$ cat src/rtl/mem_arb_pkg.sv
// Shared definitions for the cache fill arbiter: FSM state encoding,
// memory word geometry and an elaboration-time log2 helper.
package mem_arb_pkg;

  typedef enum logic [1:0] {
    IDLE  = 2'd0,
    WRITE = 2'd1,
    FILL  = 2'd2,
    TAG   = 2'd3
  } arb_state_t;

  localparam int unsigned WORD_BYTES = 2;

  function automatic int unsigned clog2(input int unsigned value);
    int unsigned r;
    int unsigned v;
    r = 0;
    v = 1;
    while (v < value) begin
      v = v << 1;
      r++;
    end
    return r;
  endfunction

endpackage

$ cat src/rtl/rr_arbiter.sv
// Combinational round-robin pick: first pending requester at or after ptr,
// searching with wrap. The pointer register is owned by the parent.
module rr_arbiter #(
  parameter int unsigned NUM_REQ = 2,
  parameter int unsigned PTR_W   = 1
) (
  input  logic [NUM_REQ-1:0] pending,
  input  logic [PTR_W-1:0]   ptr,
  output logic [NUM_REQ-1:0] grant,
  output logic [PTR_W-1:0]   grant_idx,
  output logic               valid
);

  logic [PTR_W-1:0] cand;
  logic             found;

  always_comb begin
    grant     = '0;
    grant_idx = '0;
    found     = 1'b0;
    cand      = '0;
    for (int unsigned k = 0; k < NUM_REQ; k++) begin
      cand = PTR_W'((32'(ptr) + k) % NUM_REQ);
      if (!found && pending[cand]) begin
        found       = 1'b1;
        grant[cand] = 1'b1;
        grant_idx   = cand;
      end
    end
  end

  assign valid = |pending;

endmodule

$ cat src/rtl/mem_fill_arbiter.sv
// Shares one multicycle main memory among NUM_REQ caches: round-robin
// arbitration, block fills of WORDS_PER_BLOCK words and single-word stores.
module mem_fill_arbiter
  import mem_arb_pkg::*;
#(
  parameter int unsigned NUM_REQ         = 2,
  parameter int unsigned ADDR_W          = 16,
  parameter int unsigned DATA_W          = 16,
  parameter int unsigned WORDS_PER_BLOCK = 8
) (
  input  logic                      clk,
  input  logic                      rst_n,
  input  logic [NUM_REQ-1:0]        req_miss,
  input  logic [NUM_REQ*ADDR_W-1:0] req_addr,
  input  logic [NUM_REQ-1:0]        req_wr,
  input  logic [NUM_REQ*DATA_W-1:0] req_wdata,
  output logic [NUM_REQ-1:0]        gnt,
  output logic [DATA_W-1:0]         fill_data,
  output logic [ADDR_W-1:0]         fill_addr,
  output logic [NUM_REQ-1:0]        fill_we,
  output logic [NUM_REQ-1:0]        tag_we,
  output logic [NUM_REQ-1:0]        wr_ack,
  output logic                      stall_n,
  output logic [ADDR_W-1:0]         mem_addr,
  output logic [DATA_W-1:0]         mem_wdata,
  output logic                      mem_en,
  output logic                      mem_wr,
  input  logic [DATA_W-1:0]         mem_rdata,
  input  logic                      mem_valid
);

  localparam int unsigned PTR_W = (NUM_REQ > 1) ? clog2(NUM_REQ) : 1;
  localparam int unsigned WB_W  = clog2(WORD_BYTES);
  localparam int unsigned IDX_W = clog2(WORDS_PER_BLOCK);
  localparam int unsigned CNT_W = IDX_W + 1;
  localparam int unsigned OFF_W = IDX_W + WB_W;
  localparam logic [CNT_W-1:0] WORDS = CNT_W'(WORDS_PER_BLOCK);

  arb_state_t         state;
  logic [PTR_W-1:0]   rr_ptr;
  logic [NUM_REQ-1:0] gnt_q;
  logic [ADDR_W-1:0]  addr_q;
  logic [DATA_W-1:0]  wdata_q;
  logic [CNT_W-1:0]   iss;
  logic [CNT_W-1:0]   rcv;

  logic [NUM_REQ-1:0] pending;
  logic [NUM_REQ-1:0] win_oh;
  logic [PTR_W-1:0]   win_idx;
  logic               any_pend;
  logic               rx_ok;

  // Word i of the block holding a; the block field is replaced, so no carry
  // can leave the block.
  function automatic logic [ADDR_W-1:0] word_addr(input logic [ADDR_W-1:0] a,
                                                  input logic [CNT_W-1:0]  i);
    logic [ADDR_W-1:0] r;
    r = a;
    r[OFF_W-1:WB_W] = i[IDX_W-1:0];
    r[WB_W-1:0] = '0;
    return r;
  endfunction

  assign pending = req_miss | req_wr;

  rr_arbiter #(
    .NUM_REQ (NUM_REQ),
    .PTR_W   (PTR_W)
  ) u_rr (
    .pending   (pending),
    .ptr       (rr_ptr),
    .grant     (win_oh),
    .grant_idx (win_idx),
    .valid     (any_pend)
  );

  assign rx_ok = (state == FILL) && mem_valid && (rcv < WORDS);

  always_ff @(posedge clk) begin
    if (!rst_n) begin
      state   <= IDLE;
      rr_ptr  <= '0;
      gnt_q   <= '0;
      addr_q  <= '0;
      wdata_q <= '0;
      iss     <= '0;
      rcv     <= '0;
    end else begin
      unique case (state)
        IDLE: begin
          if (any_pend) begin
            gnt_q   <= win_oh;
            addr_q  <= req_addr[int'(win_idx)*ADDR_W +: ADDR_W];
            wdata_q <= req_wdata[int'(win_idx)*DATA_W +: DATA_W];
            iss     <= '0;
            rcv     <= '0;
            rr_ptr  <= (win_idx == PTR_W'(NUM_REQ - 1)) ? '0 : win_idx + 1'b1;
            state   <= req_wr[win_idx] ? WRITE : FILL;
          end
        end
        WRITE: begin
          gnt_q <= '0;
          state <= IDLE;
        end
        FILL: begin
          if (iss < WORDS) iss <= iss + 1'b1;
          if (rx_ok) begin
            rcv <= rcv + 1'b1;
            if (rcv == WORDS - 1'b1) state <= TAG;
          end
        end
        TAG: begin
          gnt_q <= '0;
          state <= IDLE;
        end
        default: state <= IDLE;
      endcase
    end
  end

  assign gnt     = gnt_q;
  assign stall_n = (state == IDLE) && !(|pending);

  always_comb begin
    fill_data = '0;
    fill_addr = '0;
    fill_we   = '0;
    tag_we    = '0;
    wr_ack    = '0;
    mem_addr  = '0;
    mem_wdata = '0;
    mem_en    = 1'b0;
    mem_wr    = 1'b0;
    unique case (state)
      WRITE: begin
        mem_en    = 1'b1;
        mem_wr    = 1'b1;
        mem_addr  = addr_q;
        mem_wdata = wdata_q;
        wr_ack    = gnt_q;
      end
      FILL: begin
        if (iss < WORDS) begin
          mem_en   = 1'b1;
          mem_addr = word_addr(addr_q, iss);
        end
        if (rx_ok) begin
          fill_we   = gnt_q;
          fill_data = mem_rdata;
          fill_addr = word_addr(addr_q, rcv);
        end
      end
      TAG: begin
        tag_we    = gnt_q;
        fill_addr = word_addr(addr_q, '0);
      end
      default: ;
    endcase
  end

endmodule

$ cat config.mk
export PLATFORM = sky130hd
export DESIGN_NAME = mem_fill_arbiter
export DESIGN_NICKNAME = d
export VERILOG_FILES = /design/src/rtl/mem_arb_pkg.sv /design/src/rtl/rr_arbiter.sv /design/src/rtl/mem_fill_arbiter.sv
export SDC_FILE = /design/constraint.sdc
export NUM_CORES = 1
export LEC_CHECK = 0
export BUFFER_PORTS_ARGS = -buffer_cell sky130_fd_sc_hd__buf_2
export CAP_MARGIN = 20
export CORE_AREA = 2 2 76 133
export DETAILED_ROUTE_END_ITERATION = 7
export DIE_AREA = 0 0 78 135
export PLACE_DENSITY = 0.66
export REMOVE_ABC_BUFFERS = 1
export SETUP_SLACK_MARGIN = 0.05
export SYNTH_ARGS = -nofsm -noshare
export SYNTH_HDL_FRONTEND = slang
export SYNTH_HIERARCHICAL = 1
export SYNTH_SLANG_ARGS = --single-unit
$ cat constraint.sdc
create_clock -name clk -period 4.45 [get_ports clk]
set_clock_uncertainty 0.05 [all_clocks]
set_input_delay 0.89 -clock clk [delete_from_list [all_inputs] [get_ports clk]]
set_output_delay 0.89 -clock clk [all_outputs]
set_load 0.01 [all_outputs]
==> flow_summary.json <==
{
  "synth_top_area_share_pct": 32.49,
  "die_x_um": 78,
  "preCtsSetupSlack_ns": 0.8556,
  "path_max_fanout": 23,
  "critical-path-top-delay-family": "simple AND/OR/NAND/NOR gates",
  "crit_buf_inv": 3,
  "dp_hpwl_um": 5903,
  "numClockSinks": 45,
  "synth-seq-cells": 45,
  "worstReg2RegStart": "state[0]$_SDFFE_PN0P_",
  "synth_edf_count": 0,
  "crit_arrival_ns": 2.51,
  "power_density_nw_per_um2": 529.2,
  "firstDrtPassIters": 4,
  "portBuffers": 160,
  "grt_pass1_vias": 2512,
  "period_share_pct": 77.51,
  "hold_ws_ns": 0.4434,
  "end_kind": "output pin",
  "rows": 47,
  "ys_async_sr_fraction_pct": 0,
  "synth_most_common_cell": "and2_1",
  "wire_per_inst_um": 13.49,
  "yosys.area.top_type": "dfxtp_1",
  "reg2reg_to": "rcv[3]$_SDFFE_PN0P_",
  "synth.distinct_cells": 39,
  "drt_wl_total_um": 7823,
  "postCtsSetupRepairBufs": 0,
  "rrSetupSlack_ns": 2.34,
  "ys.flop_type": "dfxtp_1",
  "clk_transition_reported_paths_ns": 0.06,
  "ant_nets": 0,
  "run_status": "completed",
  "antenna_found_initial": 0,
  "ff2ff_path_depth": 6,
  "fin_nets": 552,
  "ios": 162,
  "crit_type": "flip-flop to output pin",
  "cts.htree.levels": 2,
  "max_slew.worst_pin.slew_ns": 0.8454,
  "whs_endpoint": "wdata_q[12]$_SDFFE_PN0P_",
  "via_per_inst": 4.738,
  "design.die.area_um2": 10530,
  "leakagePower_nw": 2.199,
  "ctsResizeCount": 0,
  "whs_path_depth": 1,
  "netlist_area_um2": 2773,
  "drive_gt1_share_pct": 38.86,
  "hold_buffers": 0,
  "area_delta_synth_final_pct": 35.74,
  "cts_inserted_buffers": 5,
  "hold_class": "flip-flop to flip-flop",
  "slowest_stage": "and3b_1",
  "place_area_um2": 3622,
  "netlist_instances": 313,
  "finalMaxSlewViolations": 0,
  "grt_first_pass_wirelength_um": 11630,
  "fp.coreArea_um2": 9409,
  "cts_tree": "built",
  "setup_viol": 0,
  "hp-start": "wdata_q[12]$_SDFFE_PN0P_",
  "grt_setup_unrepaired": "no",
  "fin_area_um2": 3764,
  "ir_worst_vdd_v": 0.0002422,
  "yosysSeqAreaShare_pct": 32.49,
  "die_h_um": 135,
  "setup_tns_ns": 0,
  "worst_slack_ns": 1.001,
  "yosysWarnings": 6,
  "gr-usage-all-layers_pct": 13.80,
  "yosys-top-cells-area": "dfxtp_1 32%, o211a_1 13%, and2_1 12%",
  "avgSynthCellArea_um2": 8.858,
  "synth_commonest_cells": "54 x and2_1, 45 x dfxtp_1, 40 x nand2_1, 35 x o211a_1, 33 x mux2i_1",
  "gp_congestion": 0.7740,
  "grt_max_degree": 46,
  "insertion_delay_ns": 0.28,
  "max-slew-margin-rel_pct": 43.64,
  "drc": 0,
  "fillers": 961,
  "n_antenna_cell": 0,
  "crit_required_ns": 3.51,
  "fmax_mhz": 289.9,
  "via_count": 2748,
  "initial_utilization_pct": 29.47,
  "crit_chain": "inv_1, ha_1, and3b_1, nor2_1, buf_6, nor2b_1, buf_2",
  "cp_slowest_stage_delay_ns": 0.60,
  "min_period_ns": 3.449,
  "drtIter0Drc": 63,
  "grt-ovfl-total": 0,
  "cap_violations": 0,
  "clock_path_buffers": 2,
  "start_kind": "flip-flop",
  "finalHoldViolCount": 0,
  "cts_root_buffer": "clkbuf_16"
}
routing by layer:
layer,vias to the layer above,global-route usage (%),wire (um),part of all wire (%)
li1,1360,-,-,-
met1,1298,13.30,2921,37
met2,84,28.35,4489,57
met3,6,2.139,317,4.1
met4,0,5.068,95,1.2
met5,-,0,0,0
worst register-to-register path, stage by stage (launching register included):
cell	delay, ns
dfxtp_1	0.34
inv_1	0.09
ha_1	0.46
and3b_1	0.60
and2b_1	0.26
nand4_1	0.11
a21boi_1	0.15
report_power, final:
group,switching (mW),internal (mW)
Combinational,0.573,0.442
Clock,0.146,0.201
Sequential,0.0851,0.546
registers in the layout, summed over array words and instances, names as in the netlist:
name and count:
rr_ptr 1, iss 4, state 2, rcv 4, gnt 2, wdata_q 16, addr_q 16
placed cells by master, fill, tap and decap left out, types with 3 or more instances in the layout:
| cell type | synthesis | routed |
|---|---|---|
| a21boi_1 | 6 | 5 |
| a21oi_1 | 5 | 5 |
| a22oi_1 | 3 | 3 |
| and2_1 | 54 | 53 |
| buf_2 | 7 | 160 |
| clkbuf_16 | 0 | 5 |
| dfxtp_1 | 45 | 45 |
| ha_1 | 6 | 6 |
| inv_1 | 5 | 5 |
| mux2i_1 | 33 | 33 |
| nand2_1 | 40 | 40 |
| nand3_1 | 3 | 3 |
| nor2_1 | 6 | 6 |
| nor2b_1 | 18 | 18 |
| o211a_1 | 35 | 35 |
logic make-up (layout without fill, tap and decap cells):
kind of cell               after synthesis  in the layout  synth area share [%]
adders and majority gates                6              6                 2.708
buffers and inverters                   30            175                 6.137
muxes                                   34             34                 12.41
xor gates and xnor gates                 1              1                0.3159
AOI/OAI and AO/OA                       59             59                 18.73
other                                    1              1                0.1352
and+or+nand+nor                        137            137                 27.08
DFF                                     45             45                 32.49
worst max path at each step:
| stage | start | cells past startpoint | endpoint | slack [ns] |
|---|---|---|---|---|
| after detailed placement | mem_valid | 5 | fill_addr[11] | 0.86 |
| final | state[0]$_SDFFE_PN0P_ | 7 | fill_addr[11] | 1.00 |
| after floorplan | req_wr[0] | 5 | addr_q[0]$_SDFFE_PN0P_ | 0.27 |
| after global placement | mem_valid | 5 | fill_addr[14] | 0.96 |
| after global routing | state[0]$_SDFFE_PN0P_ | 7 | fill_addr[7] | 0.76 |
| after CTS | state[0]$_SDFFE_PN0P_ | 6 | fill_addr[11] | 0.67 |
per-stage QoR:
stage	util, %	std cells	power [mW]
3_3_place_gp	38.28	572	1.608
4_1_cts	39.88	579	2.020
3_5_place_dp	38.50	573	1.664
6_report	40.00	580	1.992
5_1_grt	40.00	580	2.143
2_1_floorplan	-	288	1.309
final cells by class:
class	instances	area (um2)	area share [%]
inverters	5	18.77	0.4987
repair buffers	164	847.1	22.51
multi-input cells	238	1714	45.55
well taps	122	152.6	4.056
clock buffers	5	125.1	3.324
flip-flops and latches	45	900.9	23.94
clock inverters	1	5.005	0.1330
No activity file was read; power rests on OpenSTA's default activity.
